<file path="config.mk">
export PLATFORM = sky130hd
export DESIGN_NAME = pipe_reg_chain
export DESIGN_NICKNAME = d
export VERILOG_FILES = /design/src/rtl/pipe_reg_chain.sv
export SDC_FILE = /design/constraint.sdc
export NUM_CORES = 1
export LEC_CHECK = 0
export ABC_AREA = 1
export CORE_ASPECT_RATIO = 1.2
export CORE_MARGIN = 2
export CORE_UTILIZATION = 59
export CTS_BUF_LIST = sky130_fd_sc_hd__clkbuf_2 sky130_fd_sc_hd__clkbuf_4 sky130_fd_sc_hd__clkbuf_8
export DETAILED_ROUTE_END_ITERATION = 10
export DONT_BUFFER_PORTS = 1
export HOLD_SLACK_MARGIN = 0.03
export PLACE_DENSITY = 0.81
export SETUP_SLACK_MARGIN = 0.4
export SLEW_MARGIN = 5
export SYNTH_ARGS = -nofsm -noshare
export SYNTH_HDL_FRONTEND = slang
export SYNTH_SLANG_ARGS = --single-unit
</file>
<file path="constraint.sdc">
create_clock -name CLK -period 1.9 [get_ports CLK]
set_input_delay 0.57 -clock CLK [delete_from_list [all_inputs] [get_ports CLK]]
set_output_delay 0.57 -clock CLK [all_outputs]
set_load 0.02 [all_outputs]
</file>
<file path="src/rtl/pipe_reg_chain.sv">
// Elastic DEPTH-stage register chain with per-stage valid, bubble collapsing and global flush.
// Latency: DEPTH-1 cycles from the accept edge to out_valid when no backpressure is applied.
// Backpressure: out_ready low stalls only the full tail of the chain; in_ready drops only when every stage is full (or on flush).
// Optional: define PIPE_STALL_CNT_EN to add a saturating 32-bit stall_cnt output.
module pipe_reg_chain #(
   parameter int WIDTH = 32,
   parameter int DEPTH = 4
) (
   input  logic                       CLK,
   input  logic                       RST_n,
   input  logic                       in_valid,
   output logic                       in_ready,
   input  logic [WIDTH-1:0]           in_data,
   output logic                       out_valid,
   input  logic                       out_ready,
   output logic [WIDTH-1:0]           out_data,
   input  logic                       flush,
   output logic [$clog2(DEPTH+1)-1:0] occupancy
`ifdef PIPE_STALL_CNT_EN
   ,
   output logic [31:0]                stall_cnt
`endif
);

   localparam int OCC_W = $clog2(DEPTH+1);

   logic [DEPTH-1:0]            v_q;
   logic [DEPTH-1:0]            v_d;
   logic [DEPTH-1:0][WIDTH-1:0] d_q;
   logic [DEPTH-1:0][WIDTH-1:0] d_d;
   logic [DEPTH-1:0]            adv;
   logic                        in_fire;
   logic [OCC_W-1:0]            occ_c;

   // Advance terms: a stage may move when downstream takes the output or any stage
   // from here to the output is empty. Folded into a running AND so there is no
   // self-referencing vector chain.
   always_comb begin : adv_chain
      logic all_full;
      all_full = 1'b1;
      adv      = '0;
      for (int i = DEPTH - 1; i >= 0; i--) begin
         all_full = all_full & v_q[i];
         adv[i]   = out_ready | ~all_full;
      end
   end

   // Accept decision has no dependency on in_valid, only on state, out_ready and flush.
   assign in_ready = adv[0] & ~flush;
   assign in_fire  = in_valid & in_ready;

   // Next-state: flush clears valids (data holds); otherwise advancing stages take their source.
   always_comb begin
      v_d = v_q;
      d_d = d_q;
      if (flush) begin
         v_d = '0;
      end else begin
         if (adv[0]) begin
            v_d[0] = in_fire;
            if (in_fire) begin
               d_d[0] = in_data;
            end
         end
         for (int i = 1; i < DEPTH; i++) begin
            if (adv[i]) begin
               v_d[i] = v_q[i-1];
               if (v_q[i-1]) begin
                  d_d[i] = d_q[i-1];
               end
            end
         end
      end
   end

   // Stage registers; reset drops every payload immediately.
   always_ff @(posedge CLK or negedge RST_n) begin
      if (!RST_n) begin
         v_q <= '0;
         d_q <= '0;
      end else begin
         v_q <= v_d;
         d_q <= d_d;
      end
   end

   // Occupancy is the number of valid stages in the current state.
   always_comb begin
      occ_c = '0;
      for (int i = 0; i < DEPTH; i++) begin
         occ_c = occ_c + OCC_W'(v_q[i]);
      end
   end

   assign occupancy = occ_c;
   assign out_valid = v_q[DEPTH-1];
   assign out_data  = d_q[DEPTH-1];

`ifdef PIPE_STALL_CNT_EN
   logic [31:0] stall_cnt_q;
   logic [31:0] stall_cnt_d;

   // Count cycles where the output is offered but refused; saturate instead of wrapping.
   always_comb begin
      stall_cnt_d = stall_cnt_q;
      if (out_valid && !out_ready && (stall_cnt_q != 32'hFFFF_FFFF)) begin
         stall_cnt_d = stall_cnt_q + 32'd1;
      end
   end

   // Stall counter survives flush; only reset clears it.
   always_ff @(posedge CLK or negedge RST_n) begin
      if (!RST_n) begin
         stall_cnt_q <= '0;
      end else begin
         stall_cnt_q <= stall_cnt_d;
      end
   end

   assign stall_cnt = stall_cnt_q;
`endif

endmodule

</file>
# == Yosys cells after proc, flatten, opt, wreduce, memory -nomap -nowiden ==
# Cells that the tools add are included.
# word_totals
mem_bits_rw,0
latch_bits,0
mem_count,0
word_cells,38
regBits,132
romBits,0
# classes
div_mod_pow,0
n_lt_le_gt_ge,0
n_mux,5
shift,0
addsub,3
n_mul,0
eq_ne,0
n_reduce_logical,8
n_bitwise,14
# ops
operator,count
$reduce_and 3->1,4
$reduce_bool 2->1,4
$and 1x1->1,5
$not 1->1,5
$mux 1,4
$mux 4,1
$or 1x1->1,4
$add 2x1->3,1
$add 3x1->3,1
$add 1x1->2,1

# == Longest topological paths before layout ==
# Gate-level depths: netlist (run 1).
# depth
ltp_word,9
ltp_mapped,8
depth_no_buf,6

# == Least setup slack after synthesis (run 1) ==
# Ideal clock, no wire load.
# synth_timing
path_kind,flip-flop to output port
startpoint,register v_q[3]
endpoint,output occupancy[1]
path_buffers,0
path_stages_with_launch,6
t_required_ps,1330
slack_ps,-318
arrival_ps,1648
path_cell_list,dfrtp_1 inv_1 fa_1 inv_1 ha_1 ha_1
# synth_between
elab_chain_cells,1
# synth_rtl
item,line,source
"start, declared",27,logic [DEPTH-1:0] v_q;
"start signal, assigned",82,v_q <= v_d;
$add 3x1->3,91,occ_c = occ_c + OCC_W'(v_q[i]);
"end, declared",18,output logic [$clog2(DEPTH+1)-1:0] occupancy
# Every way passes these cells.

# == Final worst setup path (run 1) ==
# layout_timing
startpoint,register v_q[0]
endpoint,output occupancy[1]
# layout_between
elab_chain_cells,3
# layout_rtl
item,line
$add 1x1->2,91
$add 2x1->3,91
$add 3x1->3,91
# Every way passes these cells.

==> results of run 1 <==
-- critical path, stage by stage, from the launching register on --
cell and delay, ns:
dfrtp_1 0.38, inv_1 0.09, fa_1 0.52, inv_2 0.05, ha_4 0.16, ha_4 0.30
-- cells by family after synthesis --
kind of cell / Yosys count / synth area share
buffers and inverters: 168 / 0.1457
flip-flops: 132 / 0.5974
adder cells (fa/ha/maj): 3 / 0.008146
AO/OA/AOI/OAI: 101 / 0.09165
AND/OR/NAND/NOR: 201 / 0.1570
-- routing by layer --
layer / wire, µm / GRT usage / vias to the layer above
met4: 263 / 0.08955 / 0
met1: 5022 / 0.2833 / 1804
met2: 5719 / 0.3165 / 133
met5: 0 / 0 / -
met3: 634 / 0.05982 / 24
li1: - / - / 1834
-- cell type report --
| class | instances | area share |
|---|---|---|
| sequential | 132 | 0.5161 |
| inverter | 104 | 0.06132 |
| timing repair buffer | 28 | 0.06620 |
| tap | 120 | 0.02343 |
| clock buffer | 26 | 0.04999 |
| multi-input combinational | 308 | 0.2830 |
-- synth_stat cells, types with 2 or more instances --
cell / n / area, µm²
inv_2: 2 / 7.510
inv_1: 102 / 382.9
nand3_2: 4 / 40.04
clkbuf_1: 6 / 22.52
nand4_1: 32 / 200.2
a21oi_1: 2 / 10.01
nand2_1: 162 / 608.1
dfrtp_1: 132 / 3303
o21ai_0: 6 / 30.03
buf_4: 43 / 322.8
o21ai_1: 92 / 460.4
buf_2: 11 / 55.05
ha_1: 2 / 25.02
buf_1: 4 / 15.01
-- registers in the layout, summed over array words and instances (netlist names) --
name and flops:
d_q 96, out_data 32, v_q 4
-- worst paths after layout --
check	startpoint	end	slack [ns]	cells past startpoint
min	RST_n	d_q[38]$_DFFE_PN0P_	-0.16	0
min in group CLK	flush	v_q[1]$_DFFE_PN0P_	0.20	1
max reg2reg	v_q[3]$_DFFE_PN0P_	d_q[15]$_DFFE_PN0P_	0.17	9
min reg2reg	d_q[10]$_DFFE_PN0P_	d_q[10]$_DFFE_PN0P_	0.47	2
max	v_q[0]$_DFFE_PN0P_	occupancy[1]	-0.59	5
max in group asynchronous	RST_n	out_data[29]$_DFFE_PN0P_	1.90	0
-- per-stage QoR --
stage / total power (W) / area, µm² / setup slack (ns) / hold WS [ns] / std cells
2_1_floorplan: 0.004572 / 5555 / -0.1538 / 0.2744 / 605
3_3_place_gp: 0.004511 / 5408 / -0.09249 / 0.2772 / 671
3_5_place_dp: 0.004577 / 5408 / -0.1469 / 0.2775 / 671
4_1_cts: 0.006529 / 5898 / -0.5826 / -0.1757 / 704
5_1_grt: 0.007126 / 6407 / -0.6578 / -0.1916 / 718
6_report: 0.006777 / 6407 / -0.5926 / -0.1581 / 718
-- power by group --
group | switching (W) | leakage, nW | internal [W]
combinational | 0.000506 | 1.26 | 0.000420
clock | 0.000916 | 0.171 | 0.00105
sequential | 0.000556 | 1.71 | 0.00333
total | 0.00198 | 3.14 | 0.00480
-- timing repair --
| action | 4_1_cts | 5_1_grt |
|---|---|---|
| endpoints found under the setup margin | 63 | 104 |
| gates cloned | 3 | 8 |
| setup buffers | 4 | 6 |
| resized for setup | 17 | 89 |
| hold endpoints to repair | 132 | 132 |
| pin swaps | 4 | 43 |
==> results by group, run 1 <==
Timing
  • Worst hold margin: -0.1581 ns
  • Hold Violations, Final: 132
  • Fin. max-slew vios: 0
  • Slack of the critical path: -0.5926 ns
  • Fin crit period: 2.493 ns
  • Worst-margin pin slew: 0.3686 ns
  • Fmax: 0.4012 GHz
  • # setup viols final: 4
  • Fin Setup TNS: -1.673 ns
  • Clk_skew: 0.01003 ns
  • RSZ-0062 raised after global routing: true
  • Slew headroom: 0.7539
  • Period Utilization, post-route: 1.312

Flow run
  • Max-Cap Viols: 0

Power and ir drop
  • LEAKAGE: 3.139 nW
  • Pwr Density: 1058 mW/mm²
  • Max VDD drop: just under 500 µV

Floorplan
  • Initial core utilization: 0.6088
  • Core Area: 0.009081 mm²
  • IO Pins: 74
  • Total Die Area: about 0.010 mm²
  • Cell Rows: 38
  • Die width: around 92 µm
  • DIE HEIGHT: 110.0 µm

GRT
  • First-pass GRT wire length: 16.43 mm
  • Vias in the first global route: 3479
  • Largest net degree at the start of global routing: roughly 130
  • GR Util All Layers: 0.2079
  • GR Overflow Total: 0
  • Antenna violations before repair: 0

Clock tree
  • Max H-tree Level: 4
  • CTS tree: built
  • Clk_lat worst skew: 0.42 ns
  • CTS buffer count: 17
  • CTS Buffer Depth: 2
  • Root Buffer: clkbuf_8
  • Clk slew on worst S/H paths: 0.07 ns
  • Sink Count: around 130

Cells and area
  • Final Net Count: between 600 and 700
  • Final core utilization: 0.7056
  • Share of post-route cells with drive strength above 1: 0.2124
  • Commonest non-fill, non-tap cell in the layout: dfrtp_1
  • # fillers: 618
  • # diodes: 0
  • Reg area: 0.003307 mm²
  • Commonest non-fill, non-tap cells in the layout: 129 x dfrtp_1, 127 x nand2_1, 99 x inv_1, 74 x o21ai_1, 32 x nand4_1
  • Synth-to-layout area growth: 15.89%
  • Multi-input gate area: about 0.0018 mm²

Route
  • Routed vias/inst: 5.286
  • Via count: 3795
  • Drt drc: 0
  • Final WL: 11.64 mm
  • DRT Pass-1 Iters: 4
  • Post-route ant nets: 0
  • DR iter-0 viols: roughly 310
  • Avg WL per Cell: about 16 µm

Worst setup path
  • Critical Path AT: 1.92 ns
  • Setup crit end kind: output port
  • Startpoint types: flip-flop
  • Required @ worst endpoint: 1.33 ns
  • Crit Path Class: reg -> out
  • Crit-path max FO: 2

Outcome
  • Failing checks: negative hold slack, negative setup slack
  • Status: finished, violations left

Synthesis
  • Post-Syn Area: 0.005529 mm²
  • Syn Area/Cell: approximately 9.1 µm²
  • Cells after synthesis: 605
  • YS warnings: 0
  • Netlist cell types: 19
  • Post-synthesis sequential area ratio: 0.5974
  • Post-synthesis net count: 645
  • EDFF count, synth: 0
  • Synth Register Bits: roughly 130
  • Asr flop ratio synth: 1.000
  • Primary FF master, synth: dfrtp_1

Placement
  • I/O Buffers: 0
  • Routability cong.: approximately 0.74
  • HPWL Detailed: 6.038 mm

Hold path
  • HP Class: in -> async
Note: power is estimated with default switching activity, not from simulation.
==> run 2, diff against run 1 <==
Settings changed: CORE_UTILIZATION 59 to 47, PLACE_DENSITY 0.81 to 0.67.
==> run 2 against run 1 <==
Effect of this change:
- the flow still finishes with violations (negative hold slack, negative setup slack)
- clock power is 27% higher
- flip-flop and latch count stayed put
- largest cell class unchanged
- first-iteration DRC count is 41% lower
- sequential share of layout area is 1.1 points higher
- wire length is 0.52% lower
- non-clock buffer count is 1 higher
- setup slack better by 0.058 ns
- design area is 0.98% lower
- highest routed layer unchanged
- clock-buffer cell count is 5 lower
- critical path depth stayed put
- die area is 24% higher
- global-route usage is 3.9 points lower
==> results by group, run 2 (synthesis gave the netlist of run 1 again) <==
Floorplan
  • DIE HEIGHT: 122.8 µm (+12%)
  • Initial core utilization: 0.4802 (-0.1286)
  • Cell Rows: 43 (+13%)
  • Total Die Area: 0.01265 mm² (+24%)
  • Core Area: 0.01151 mm² (+27%)
  • Die width: 103.0 µm (+12%)
  • IO Pins: 74 (unchanged)

Cells and area
  • Synth-to-layout area growth: 14.75%
  • # fillers: 1034 (+67%)
  • Commonest non-fill, non-tap cells in the layout: 160 x nand2_1, 100 x dfrtp_1, 99 x inv_1, 87 x o21ai_1
  • Commonest non-fill, non-tap cell in the layout: nand2_1
  • Final Net Count: 629 (-0.32%)
  • Largest register FFs: 96 (unchanged)
  • Layout Cells excl Fill: 759 (+5.7%)
  • Final core utilization: 0.5511 (-0.1545)
  • # diodes: 0 (unchanged)
  • Share of post-route cells with drive strength above 1: 0.1894 (-0.02301)
  • Biggest register: d_q

Clock tree
  • Clk_lat worst skew: 0.43 ns (about the same)
  • Clk slew on worst S/H paths: 0.07 ns (about the same)
  • CTS tree: built
  • CTS Buffer Depth: 2 (unchanged)
  • Max H-tree Level: 4 (unchanged)
  • CTS buffer count: 17 (unchanged)
  • Sink Count: 132 (unchanged)
  • Root Buffer: clkbuf_8

Timing
  • Period Utilization, post-route: 1.281 (-0.03076)
  • Fin. max-slew vios: 0 (unchanged)
  • Worst hold margin: -0.1681 ns (-0.009969 ns)
  • Slack of the critical path: -0.5342 ns (+0.05844 ns)
  • Fmax: 0.4108 GHz (+2.4%)
  • Clk_skew: 0.008562 ns (-0.001464 ns)
  • Fin crit period: 2.434 ns (-0.05844 ns)
  • Hold Violations, Final: 132 (unchanged)
  • RSZ-0062 raised after global routing: true
  • # setup viols final: 4 (unchanged)
  • Worst-margin pin slew: 0.3056 ns (-0.06295 ns)
  • Slew headroom: 0.7963 (+0.04233)

Route
  • DR iter-0 viols: 180 (-41%)
  • DRT Pass-1 Iters: 5 (+1)
  • Routed vias/inst: 4.826 (-8.7%)
  • Post-route ant nets: 0 (unchanged)
  • Final WL: 11.58 mm (-0.52%)
  • Avg WL per Cell: 15.25 µm (-5.9%)
  • Via count: 3663 (-3.5%)
  • Drt drc: 0 (unchanged)

Worst setup path
  • Crit-path max FO: 2 (unchanged)
  • Crit Path Class: reg -> out
  • Setup crit end kind: output port
  • Startpoint types: flip-flop
  • Required @ worst endpoint: 1.33 ns (about the same)
  • Critical Path AT: 1.86 ns (-0.06 ns)

GRT
  • Antenna violations before repair: 0 (unchanged)
  • Vias in the first global route: 3390 (-2.6%)
  • GR Overflow Total: 0 (unchanged)
  • Met3 GRT Util: 0.07403 (+0.01421)
  • Largest net degree at the start of global routing: 133 (unchanged)
  • Met2 Resource Use GR: 0.2350 (-0.08149)
  • First-pass GRT wire length: 16.53 mm (+0.63%)
  • GR peak layer: met1
  • Grt met1 use: 0.2421 (-0.04120)
  • GR Util All Layers: 0.1693 (-0.03860)

Outcome
  • Failing checks: negative hold slack, negative setup slack
  • Status: finished, violations left

Placement
  • HPWL Detailed: 6.294 mm (+4.2%)
  • Post-Place Cells: 708 (+5.5%)
  • I/O Buffers: 0 (unchanged)
  • Routability cong.: 0.7540 (+1.4%)
  • Pre-CTS WS: -0.1002 ns (+0.04664 ns)

Power and ir drop
  • Pwr Density: 1129 mW/mm² (+6.8%)
  • Max VDD drop: 473.1 µV (-2.9%)
  • LEAKAGE: 3.069 nW (-2.2%)
  • Total power: 0.007163 W (+5.7%)

Hold path
  • HP Class: in -> async

Flow run
  • Max-Cap Viols: 0 (unchanged)
run 2: area by class of cell:
class / instances / area (µm²) / area share
inverters: 104 / 392.9 / 0.06192
repair buffers: 29 / 460.4 / 0.07257
clock buffers: 21 / 270.3 / 0.04260
clock inverters: 11 / 157.7 / 0.02485
well taps: 157 / 196.4 / 0.03096
multi-input cells: 305 / 1524 / 0.2402
flip-flops and latches: 132 / 3343 / 0.5269
run 2: worst paths after layout:
kind / startpoint / end / depth (start not counted) / slack (ns)
hold reg to reg: d_q[31]$_DFFE_PN0P_ / d_q[31]$_DFFE_PN0P_ / 2 / 0.47
max in group asynchronous: RST_n / v_q[3]$_DFFE_PN0P_ / 0 / 1.85
hold / removal: RST_n / d_q[7]$_DFFE_PN0P_ / 0 / -0.17
setup reg to reg: v_q[3]$_DFFE_PN0P_ / d_q[48]$_DFFE_PN0P_ / 10 / 0.22
setup / recovery: v_q[0]$_DFFE_PN0P_ / occupancy[1] / 5 / -0.53
min in group CLK: flush / v_q[2]$_DFFE_PN0P_ / 1 / 0.20
run 2: worst max-delay path: stages, from the launching register on:
cell	delay, ns
dfrtp_1	0.35
inv_1	0.08
fa_1	0.52
inv_2	0.05
ha_4	0.15
ha_4	0.29
run 2: routing by layer:
layer | wire length (µm) | vias up | part of all wire
li1 | - | 1828 | -
met1 | 5207 | 1717 | 0.45
met2 | 5632 | 108 | 0.49
met3 | 613 | 10 | 0.053
met4 | 124 | 0 | 0.011
met5 | 0 | - | 0
run 2: per-stage QoR:
step / area (µm²) / TNS [ns]
floorplan: 5555 / -0.2002
global placement: 5454 / -0.1076
detailed placement: 5454 / -0.1002
CTS: 5981 / -1.519
global route: 6345 / -1.695
finish: 6345 / -1.422
run 2: report_power, final:
group          switching, W  internal [W]
combinational      0.000446      0.000361
clock               0.00101       0.00149
sequential         0.000497       0.00335
total               0.00196       0.00521
run 2: timing repair:
item / 4_1_cts / 5_1_grt
gates cloned: 1 / 13
pin swaps: 4 / 4
setup buffers: 1 / 4
endpoints found under the setup margin: 40 / 133
gates resized for setup: 14 / 44
hold endpoints to repair: 132 / 132
==> run 3, diff against run 2 <==
Settings changed: CAP_MARGIN set to 10.
==> results of run 3 <==
The final DEF is identical to that of run 2; final timing and power are the same.
